### src/rtl/dm_arb_pkg.sv
// rtl/dm_arb_pkg.sv - shared types and defaults for the data-memory arbiter
package dm_arb_pkg;

   typedef enum logic [1:0] {
      S_IDLE  = 2'd0,
      S_BURST = 2'd1,
      S_DONE  = 2'd2
   } state_t;

   localparam int DM_WORDS_DEF     = 3072;
   localparam int MAX_LEN_DEF      = 8;
   localparam int STARVE_LIMIT_DEF = 4;
   localparam int WIDX_W           = 12;

   function automatic logic [WIDX_W-1:0] word_idx(input logic [31:0] byte_addr);
      return byte_addr[13:2];
   endfunction

endpackage

### src/rtl/dm_burst_gen.sv
// rtl/dm_burst_gen.sv - burst word pointer and remaining-beat counter
module dm_burst_gen (
   input  logic        clk,
   input  logic        reset,
   input  logic        i_load,
   input  logic [29:0] i_addr,
   input  logic [3:0]  i_len,
   input  logic        i_advance,
   output logic [29:0] o_cur,
   output logic        o_last
);

   logic [29:0] r_cur;
   logic [3:0]  r_rem;

   always_ff @(posedge clk) begin
      if (reset) begin
         r_cur <= '0;
         r_rem <= '0;
      end else if (i_load) begin
         r_cur <= i_addr;
         r_rem <= i_len;
      end else if (i_advance) begin
         r_cur <= r_cur + 30'd1;
         r_rem <= r_rem - 4'd1;
      end
   end

   assign o_cur  = r_cur;
   assign o_last = (r_rem == 4'd1);

endmodule

### src/rtl/dm_arbiter.sv
// rtl/dm_arbiter.sv - CPU/burst arbiter for the single-port data memory
// CPU wins each cycle unless the burst has been denied STARVE_LIMIT times in a row.
module dm_arbiter
   import dm_arb_pkg::*;
#(
   parameter int DM_WORDS     = DM_WORDS_DEF,
   parameter int MAX_LEN      = MAX_LEN_DEF,
   parameter int STARVE_LIMIT = STARVE_LIMIT_DEF
) (
   input  logic        clk,
   input  logic        reset,
   input  logic        c_req,
   input  logic        c_we,
   input  logic [31:0] c_addr,
   input  logic [31:0] c_wd,
   output logic [31:0] c_rd,
   output logic        c_stall,
   input  logic        d_req,
   input  logic        d_we,
   input  logic [31:0] d_addr,
   input  logic [3:0]  d_len,
   input  logic [31:0] d_wd,
   output logic [31:0] d_rd,
   output logic        d_ack,
   output logic        d_busy,
   output logic        d_done,
   output logic        d_err,
   output logic        mem_we,
   output logic [31:0] mem_addr,
   output logic [31:0] mem_wd,
   input  logic [31:0] mem_rd
);

   localparam int SW = $clog2(STARVE_LIMIT + 1);

   state_t        r_state;
   logic          r_we;
   logic          r_err;
   logic [SW-1:0] r_starve;

   logic        w_len_ok, w_start, w_in_burst, w_force;
   logic        w_cpu_gnt, w_d_gnt, w_c_oor, w_d_oor, w_last;
   logic [29:0] w_cur;
   logic        w_unused;

   assign w_unused   = &{1'b0, d_addr[1:0]};
   assign w_len_ok   = (d_len != 4'd0) && (32'(d_len) <= MAX_LEN);
   assign w_start    = (r_state == S_IDLE) && d_req && w_len_ok;
   assign w_in_burst = (r_state == S_BURST);
   assign w_force    = w_in_burst && (r_starve == SW'(STARVE_LIMIT));
   assign w_cpu_gnt  = c_req && !w_force;
   assign w_d_gnt    = w_in_burst && !w_cpu_gnt;
   assign w_c_oor    = (32'(word_idx(c_addr)) >= DM_WORDS);
   assign w_d_oor    = (32'(w_cur[WIDX_W-1:0]) >= DM_WORDS);

   dm_burst_gen u_gen (
      .clk       (clk),
      .reset     (reset),
      .i_load    (w_start),
      .i_addr    (d_addr[31:2]),
      .i_len     (d_len),
      .i_advance (w_d_gnt),
      .o_cur     (w_cur),
      .o_last    (w_last)
   );

   // Out-of-range accesses never write and read back as zero.
   always_comb begin
      mem_we   = 1'b0;
      mem_addr = '0;
      mem_wd   = '0;
      c_rd     = '0;
      d_rd     = '0;
      if (w_cpu_gnt) begin
         mem_addr = c_addr;
         mem_we   = c_we && !w_c_oor;
         mem_wd   = c_wd;
         c_rd     = w_c_oor ? 32'd0 : mem_rd;
      end else if (w_d_gnt) begin
         mem_addr = {w_cur, 2'b00};
         mem_we   = r_we && !w_d_oor;
         mem_wd   = d_wd;
         d_rd     = w_d_oor ? 32'd0 : mem_rd;
      end
   end

   assign c_stall = c_req && w_force;
   assign d_ack   = w_d_gnt;
   assign d_busy  = (r_state == S_BURST);
   assign d_done  = (r_state == S_DONE);
   assign d_err   = r_err;

   always_ff @(posedge clk) begin
      if (reset) begin
         r_state  <= S_IDLE;
         r_we     <= 1'b0;
         r_err    <= 1'b0;
         r_starve <= '0;
      end else begin
         r_err <= 1'b0;
         case (r_state)
            S_IDLE: begin
               r_starve <= '0;
               if (d_req) begin
                  if (w_len_ok) begin
                     r_we    <= d_we;
                     r_state <= S_BURST;
                  end else begin
                     r_err <= 1'b1;
                  end
               end
            end
            S_BURST: begin
               if (w_d_gnt) begin
                  r_starve <= '0;
                  if (w_last) r_state <= S_DONE;
               end else if (r_starve != SW'(STARVE_LIMIT)) begin
                  r_starve <= r_starve + SW'(1);
               end
            end
            S_DONE:  r_state <= S_IDLE;
            default: r_state <= S_IDLE;
         endcase
      end
   end

endmodule
### config.mk
export PLATFORM = sky130hd
export DESIGN_NAME = dm_arbiter
export DESIGN_NICKNAME = d
export VERILOG_FILES = /design/src/rtl/dm_arb_pkg.sv /design/src/rtl/dm_burst_gen.sv /design/src/rtl/dm_arbiter.sv
export SDC_FILE = /design/constraint.sdc
export NUM_CORES = 1
export LEC_CHECK = 0
export ABC_AREA = 1
export CORE_ASPECT_RATIO = 0.5
export CORE_MARGIN = 1.5
export CORE_UTILIZATION = 31
export DETAILED_ROUTE_END_ITERATION = 8
export MAX_ROUTING_LAYER = met4
export PLACE_DENSITY_LB_ADDON = 0.15
export SYNTH_ARGS = -nofsm -noshare
export SYNTH_HDL_FRONTEND = slang
export SYNTH_SLANG_ARGS = --single-unit
### constraint.sdc
create_clock -name clk -period 2 [get_ports clk]
set_clock_uncertainty 0.15 [all_clocks]
set_input_delay 0.6 -clock clk [delete_from_list [all_inputs] [get_ports clk]]
set_output_delay 0.6 -clock clk [all_outputs]
set_load 0.02 [all_outputs]
; ---- Yosys cells after proc, flatten, opt, wreduce, memory -nomap -nowiden
; Index checks and enable logic that the tools add are counted.
; W data, S select, Z words.
[totals]
ff_bits = 41
input_bits = 170
elab_cells = 69
[op_classes]
n_addsub = 3
n_eq_ne = 10
n_lt_le_gt_ge = 3
n_reduce_logical = 21
bitwise = 2
n_mux = 24
[ops]
columns = cell, count
row1 = $mux W32, 9
row2 = $mux W30, 2
row3 = $add A30 B1 Y30 const B, 1
row4 = $ge A12 B12 Y1 const B, 2
row5 = $logic_and A1 B1 Y1, 9
row6 = $mux W2, 4
row7 = $mux W4, 2
row8 = $mux W3, 2
row9 = $ne A2 B2 Y1 const B, 3
row10 = $pmux W3 S2, 1
row11 = $eq A4 B1 Y1 const B, 1
row12 = $le A4 B4 Y1 const B, 1
row13 = $logic_not A1 Y1, 4
row14 = $pmux W2 S2, 1
row15 = $reduce_and A4 Y1, 1
row16 = $reduce_bool A2 Y1, 2
row17 = $reduce_bool A4 Y1, 1
row18 = $sub A4 B1 Y4 const B, 1
row19 = $add A3 B1 Y3 const B, 1
row20 = $eq A3 B3 Y1 const B, 1
row21 = $mux W1, 3
row22 = $ne A3 B2 Y1 const B, 1
row23 = $ne A3 B3 Y1 const B, 1
row24 = $reduce_and A3 Y1, 1
row25 = 7 further kinds, 8

; ---- Longest topological paths before layout
; Gate-level depths: netlist (run 1).
[depth]
ltp_word = 8
ltp_mapped = 12
depth_no_buf = 10

; ---- Hierarchy
; A second synthesis (run 1) with hierarchy kept.
[unflattened]
cells_unflattened = 765
hier_area_um2 = 4234.1
[modules_own_cells]
columns = module, seq_area_each_um2, area_per_inst_um2, n_inst, cells_each
row1 = dm_burst_gen, 680.7, 2333.5, 1, 354
row2 = dm_arbiter, 140.1, 1900.6, 1, 411

; ---- Worst setup path before layout (run 1)
; Ideal clock, no wire load.
[synth_timing]
path_type = register -> output
start = register r_state[1]
end = output mem_we
arrival_time_ns = 1.678
required_ns = 1.250
n_path_buf = 2
path_stages_with_launch = 7
path_slack_ns = -0.428
cell_sequence = dfxtp_1 > nor2_4 > a21boi_4 > buf_6 > inv_4 > clkbuf_1 > o31ai_1
[synth_via]
elab_chain_cells = 8
[synth_rtl]
columns = element, line
row1 = from (decl), dm_arbiter.sv:36  ; state_t r_state;
row2 = from (signal assigned), dm_arbiter.sv:95  ; r_state <= S_IDLE;
row3 = from (signal assigned), dm_arbiter.sv:107  ; r_state <= S_BURST;
row4 = from (signal assigned), dm_arbiter.sv:116  ; if (w_last) r_state <= S_DONE;
row5 = $eq A2 B1 Y1 (*), n/a
row6 = net d_busy, dm_arbiter.sv:25  ; output logic d_busy,
row7 = $logic_and A1 B1 Y1, dm_arbiter.sv:50  ; assign w_force = w_in_burst && (r_starve == SW'(STARVE_LIMIT));
row8 = $logic_not A1 Y1, dm_arbiter.sv:51  ; assign w_cpu_gnt = c_req && !w_force;
row9 = $logic_and A1 B1 Y1, dm_arbiter.sv:51
row10 = $logic_not A1 Y1, dm_arbiter.sv:52  ; assign w_d_gnt = w_in_burst && !w_cpu_gnt;
row11 = $logic_and A1 B1 Y1, dm_arbiter.sv:52
row12 = $mux W1, dm_arbiter.sv:79  ; end else if (w_d_gnt) begin
row13 = $mux W1 (*), dm_arbiter.sv:74  ; if (w_cpu_gnt) begin
row14 = to (decl), dm_arbiter.sv:28  ; output logic mem_we,
; The timed path passes the listed nets; every way through them passes the cells marked *.

; ---- Worst setup path in the final report (run 1)
[layout_timing]
start = register r_starve[0]
end = output d_rd[9]
[layout_via]
elab_chain_cells = 8
[layout_rtl]
columns = element, line
row1 = from (decl), dm_arbiter.sv:39  ; logic [SW-1:0] r_starve;
row2 = from (signal assigned), dm_arbiter.sv:118  ; r_starve <= r_starve + SW'(1);
row3 = $eq A3 B3 Y1 (*), dm_arbiter.sv:50
row4 = $logic_and A1 B1 Y1 (*), dm_arbiter.sv:50
row5 = $logic_not A1 Y1 (*), dm_arbiter.sv:51
row6 = $logic_and A1 B1 Y1 (*), dm_arbiter.sv:51
row7 = $logic_not A1 Y1, dm_arbiter.sv:52
row8 = $logic_and A1 B1 Y1, dm_arbiter.sv:52
row9 = $mux W32, dm_arbiter.sv:79
row10 = $mux W32 (*), dm_arbiter.sv:74
row11 = to (decl), dm_arbiter.sv:23  ; output logic [31:0] d_rd,
; Every way passes the cells marked *; elsewhere a longest branch is shown, timed or not.

==> qor.txt, run 1 <==
final-stage net count: 1,216
Initial Util: 0.3224
post-synthesis register bit count: 41
xor/xnor cell area share of the yosys netlist: 0.03401
post-synthesis simple-gate area fraction: 0.3537
maximum VDD drop: 507.8 uV
largest family of logic cells by synthesized area: simple AND/OR/NAND/NOR gates
final worst setup slack: -0.5679 ns
DP Worst Slack: -1.256 ns
Worst Hold Class: reg2reg
# diodes: 0
vias in the first global route: 5,648
complex-gate fraction of the synthesized area: 0.2374
post-synth top area share: 0.2125
Final Instance Area: 0.009221 sq mm
placed inst area: 0.008273 sq mm
HPWL Detailed: 14,140 um
Worst-path clk slew: 0.06 ns
Worst Setup End Kind: output port
Final GP Congestion: 0.9360
CP bufs+invs: 5
Post-Synthesis Cells: 664
clk buf depth: 2
Via density: 4.979
CTS Root Cell: clkbuf_16
cell area after synthesis: 0.003862 sq mm
sequential share of the synthesized area: 0.2125
violated checks: negative setup slack
Routed wire per std cell: 16.60 um
Fmax: 389.4 MHz
Slew Limit Fails: 0
clock latency on the worst-skew pair: 0.28 ns
critical path arrival: 1.82 ns
Synth area leaders: dfxtp_1 21%, nand2_1 16%, a22o_1 9.8%
Hold-fix buffers, CTS: 0
layout filler cell count: 901
max_cap viols: 0
Setup CP Type: reg2out
status: complete, but fails checks
final wirelength: 20,040 um
RSZ-0062 raised after global routing: true
crit start category: flop
post-synthesis adder-cell area fraction: 0.01620
P&R area growth vs syn: 138.7%
Detailed Routing Iterations Pass 1: 5
DIE WIDTH: 160.9 um
crit path cell chain: inv_2 -> ha_4 -> nand2_4 -> a21boi_4 -> clkbuf_16 -> clkbuf_16 -> nand3_2 -> inv_2 -> buf_6
io pins: 304
Yosys cell types: 39
initial DRC count: 434
first-pass GRT wire length: 28,010 um
Power Density: 446.5 mW/mm^2
Worst path top cell family by delay: buffers and inverters
crit path time final: 2.568 ns
DR vias: 6,010
CP max-delay cell: dfxtp_2
mean post-synth cell area: 5.817 sq um
Sink Count: 41
row count: 28
CP required: 1.25 ns
CP max FO: 8
Tightest Pin Transition: 0.4184 ns
post-synth net total: 839
synth warn: 0
cell taking the most area after synthesis: dfxtp_1
TritonCTS Buffers: 5
Tot GR Track Use: 0.2740
htree depth: 2
endpoints failing setup: 152
final clock period utilization by the worst path: 1.284
residual DRC count: 0
P_leak: 4.196 nW
Routed Antenna Nets: 0
TritonCTS clock tree: built
Core ar.: 0.01198 sq mm
Hold Vio Cnt, Final: 0
PortBufs: 301
Chip Height: 81.93 um
mux contribution to synthesized area: 0
max_slew headroom: 0.7200
crit-path max cell delay: 0.33 ns
largest net degree at the start of global routing: 36
die area: 0.01318 sq mm
share of cells above drive strength 1: 0.4338
initial antenna violation count: 0
grt total ovfl: 0
## synth_stat cells
| library cell | n |
|---|---|
| nand2_1 | 164 |
| inv_1 | 83 |
| nor2_1 | 81 |
| nand3_1 | 68 |
| a22o_1 | 43 |
| o21ai_0 | 42 |
| dfxtp_1 | 41 |
| a21oi_1 | 34 |
| clkbuf_1 | 17 |
| buf_2 | 14 |
| xor2_1 | 11 |
| o21ai_1 | 8 |
| buf_4 | 5 |
| ha_1 | 5 |
| inv_2 | 5 |
| clkinv_1 | 4 |
| o21ai_2 | 4 |
| xnor2_1 | 4 |
| buf_6 | 3 |
| nor2_2 | 3 |
| a211oi_1 | 2 |
| a31oi_1 | 2 |
| buf_1 | 2 |
| nand4_1 | 2 |
| nor3_1 | 2 |
| o211ai_1 | 2 |
| a21boi_4 | 1 |
| a21oi_2 | 1 |
| a22oi_1 | 1 |
| and2_1 | 1 |
| and3_1 | 1 |
| inv_4 | 1 |
| nand2_2 | 1 |
| nand2_4 | 1 |
| nand3_2 | 1 |
| nand3b_1 | 1 |
| nor2_4 | 1 |
| o31ai_1 | 1 |
| or2_2 | 1 |
## tightest hold or removal path: stages (launching register included)
cell and delay (ns):
dfxtp_1 0.32, nand2_1 0.06, a21oi_1 0.05
## cells in the final DEF (no fill, tap or decap), types with 40 or more instances in the layout
master and instances:
clkdlybuf4s50_1 160, nor2_1 46, a22o_4 43, nand2_1 158, buf_4 86, buf_6 89
inv_1 47, inv_2 40
## per-stage QoR
stage / total power, mW / cells / setup TNS [ns] / util / hold slack [ns]
global placement: 2.846 / 1168 / -161.80 / 0.6905 / 0.3143
floorplan: 1.879 / 664 / -14.22 / - / 0.3067
finish: 4.118 / 1207 / -65.08 / 0.7696 / 0.3313
detailed placement: 2.874 / 1168 / -165.07 / 0.6905 / 0.3224
global route: 4.296 / 1207 / -73.99 / 0.7696 / 0.3834
CTS: 3.854 / 1184 / -66.51 / 0.7090 / 0.3322
## layer usage
metal / vias to the layer above / part of all wire / track usage
met2: 237 / 0.51 / 0.5306
met1: 2825 / 0.39 / 0.2907
met4: 0 / 0.026 / 0.06852
met5: - / 0 / -
li1: 2912 / - / -
met3: 36 / 0.073 / 0.05758
## area by class of cell
class	count	area [sq um]	share of cell area
tap	165	206.4	0.02239
multi-input combinational	489	3317	0.3597
inverter	93	367.9	0.03989
clock buffer	6	138.9	0.01506
sequential	41	824.5	0.08942
clock inverter	2	37.54	0.004071
timing repair buffer	411	4329	0.4695
## cells by family after synthesis
family	after synthesis
AOI/OAI and AO/OA	141
xor gates and xnor gates	15
adders and majority gates	5
buffers and inverters	134
DFF	41
and+or+nand+nor	328
## state kept, by name, indices dropped and copies added, names as in the netlist
name	count
d_err	1
r_state	2
r_we	1
r_starve	3
u_gen.r_rem	4
u_gen.o_cur	30
## report_power, final
part	leakage, nW	internal, mW	switching [mW]	total (mW)
clock	0.0831	0.624	0.350	0.973
combinational	3.78	1.19	1.02	2.21
sequential	0.337	0.885	0.0503	0.936
## what timing repair did
action / in CTS / in global routing
buffers inserted: 4 / 13
endpoints found under the hold margin: 0 / 0
endpoints found under the setup margin: 167 / 167
cloned: 4 / 11
pin swaps: 4 / 16
resized for setup: 538 / 259
## final timing paths
path | start | endpoint | slack [ns] | cells after the start
worst min-delay path | u_gen.o_cur[29] | u_gen.o_cur[29] | 0.33 | 2
worst max register to register | r_starve[0] | u_gen.r_rem[0] | -0.14 | 13
worst min register to register | u_gen.o_cur[29] | u_gen.o_cur[29] | 0.33 | 2
worst max-delay path | r_starve[0] | d_rd[9] | -0.57 | 9
Note: power is estimated with default switching activity, not from simulation.
==> run 2, diff against run 1 <==
==> constraint.sdc (replaced) <==
create_clock -name clk -period 2 [get_ports clk]
set_clock_uncertainty 0.15 [all_clocks]
set_input_delay 0.6 -clock clk [delete_from_list [all_inputs] [get_ports clk]]
set_output_delay 0.6 -clock clk [all_outputs]
set_load 0.01 [all_outputs]
==> run 2 against run 1 <==
The flow still finishes with violations (negative setup slack). First-iteration DRC count shrank 8.3%. Cell count unchanged. Critical path depth decreased by 1. Die area stayed put. Routed wire length shrank 0.13%. Register-to-register slack better by 0.11 ns. Largest cell class unchanged. Non-clock buffer count down 1. Cell area decreased by 9.5%. Critical path type unchanged. Sequential cell count unchanged. Highest routed layer unchanged. Combinational power fell by 19%. Power shrank 14%.
==> qor.txt, run 2 (synthesis results as in run 1) <==
final clock period utilization by the worst path: 1.260
grt total ovfl: 0
clock latency on the worst-skew pair: 0.28 ns
Detailed Routing Iterations Pass 1: 5
max_slew headroom: 0.6564
Tot GR Track Use: 0.2775
TritonCTS clock tree: built
maximum VDD drop: 321.5 uV
die area: 0.01318 sq mm
share of cells above drive strength 1: 0.3573
Fmax: 396.7 MHz
Core ar.: 0.01198 sq mm
P&R area growth vs syn: 116.0%
Power Density: 424.6 mW/mm^2
fin util: 0.6962
Setup CP Type: reg2out
crit start category: flop
crit path time final: 2.521 ns
Worst-path clk slew: 0.06 ns
Chip Height: 81.93 um
WHS: 0.3517 ns
crit-path max cell delay: 0.32 ns
placed inst area: 0.007579 sq mm
final wirelength: 20,020 um
largest net degree at the start of global routing: 35
DIE WIDTH: 160.9 um
CP max FO: 27
first-pass GRT wire length: 28,080 um
critical path arrival: 1.77 ns
crit path cell chain: inv_2 -> ha_4 -> nand2_4 -> a21boi_4 -> buf_12 -> inv_12 -> o31ai_4 -> buf_2
violated checks: negative setup slack
Final GP Congestion: 0.9345
Worst Hold Class: reg2reg
Routed wire per std cell: 16.58 um
Tightest Pin Transition: 0.5149 ns
endpoints failing setup: 137
row count: 28
Hold Vio Cnt, Final: 0
CTS Root Cell: clkbuf_16
Slew Limit Fails: 0
htree depth: 2
status: complete, but fails checks
vias in the first global route: 5,294
Via density: 4.888
final worst setup slack: -0.5207 ns
Sink Count: 41
Initial Util: 0.3224
Final Total Pwr: 3.542 mW
CP required: 1.25 ns
io pins: 304
CP max-delay cell: dfxtp_2
most frequent cells in the layout: 159 x nand2_1, 159 x clkdlybuf4s50_1, 94 x buf_2, 68 x buf_4, 65 x nor2_1
Final Instance Area: 0.008342 sq mm
initial DRC count: 398
P_leak: 3.902 nW
RSZ-0062 raised after global routing: true
DP Worst Slack: -1.186 ns
CP bufs+invs: 4
Worst Setup End Kind: output port
TritonCTS Buffers: 5
max FFs per register: 30
layout filler cell count: 1,044
Routed Antenna Nets: 0
DR vias: 5,900
final-stage net count: 1,215
initial antenna violation count: 1
clk buf depth: 2
Worst path top cell family by delay: buffers and inverters
PortBufs: 301
HPWL Detailed: 14,170 um
residual DRC count: 0
max_cap viols: 0
## run 2: final timing paths
check                  startpoint               to  slack (ns)  cells past startpoint
setup / recovery      r_starve[0]           mem_we       -0.52                      8
hold / removal    u_gen.o_cur[29]  u_gen.o_cur[29]        0.35                      2
setup reg to reg      r_starve[0]  u_gen.o_cur[15]       -0.03                     12
hold reg to reg   u_gen.o_cur[29]  u_gen.o_cur[29]        0.35                      2
## run 2: area by class of cell
| class | count | area, sq um | area share |
|---|---|---|---|
| repair buffers | 410 | 3924 | 0.4704 |
| multi-input cells | 489 | 2875 | 0.3447 |
| flip-flops and latches | 41 | 824.5 | 0.09885 |
| inverters | 93 | 366.6 | 0.04395 |
| well taps | 165 | 206.4 | 0.02475 |
| clock buffers | 5 | 125.1 | 0.01500 |
| clock inverters | 3 | 17.52 | 0.002100 |
| diodes | 1 | 2.502 | 0.0003000 |
## run 2: repair_timing
item	in CTS	in global routing
cloned	10	4
pin swaps	5	7
endpoints found under the setup margin	168	168
hold buffers	0	0
buffers inserted	18	8
gates resized for setup	602	85
## run 2: stage by stage
| stage | setup TNS, ns | instances |
|---|---|---|
| 4_1_cts | -54.49 | 1196 |
| 3_3_place_gp | -151.20 | 1160 |
| 5_1_grt | -62.15 | 1207 |
| 3_5_place_dp | -156.45 | 1160 |
| 2_1_floorplan | -3.154 | 664 |
| 6_report | -51.05 | 1207 |
## run 2: tightest hold or removal path: stages (launching register included)
cell     delay (ns)
dfxtp_1        0.32
nand2_1        0.08
a21oi_2        0.05
## run 2: where the power goes
part	switching (mW)	internal, mW	leakage [nW]
Sequential	0.0504	0.885	0.337
Combinational	0.808	0.990	3.50
Clock	0.349	0.458	0.0696
## run 2: metal layers
layer | global-route usage | part of all wire | up-vias
met1 | 0.3577 | 0.44 | 2749
li1 | - | - | 2912
met3 | 0.04798 | 0.062 | 30
met4 | 0.06481 | 0.014 | 0
met5 | - | 0 | -
met2 | 0.4573 | 0.49 | 209
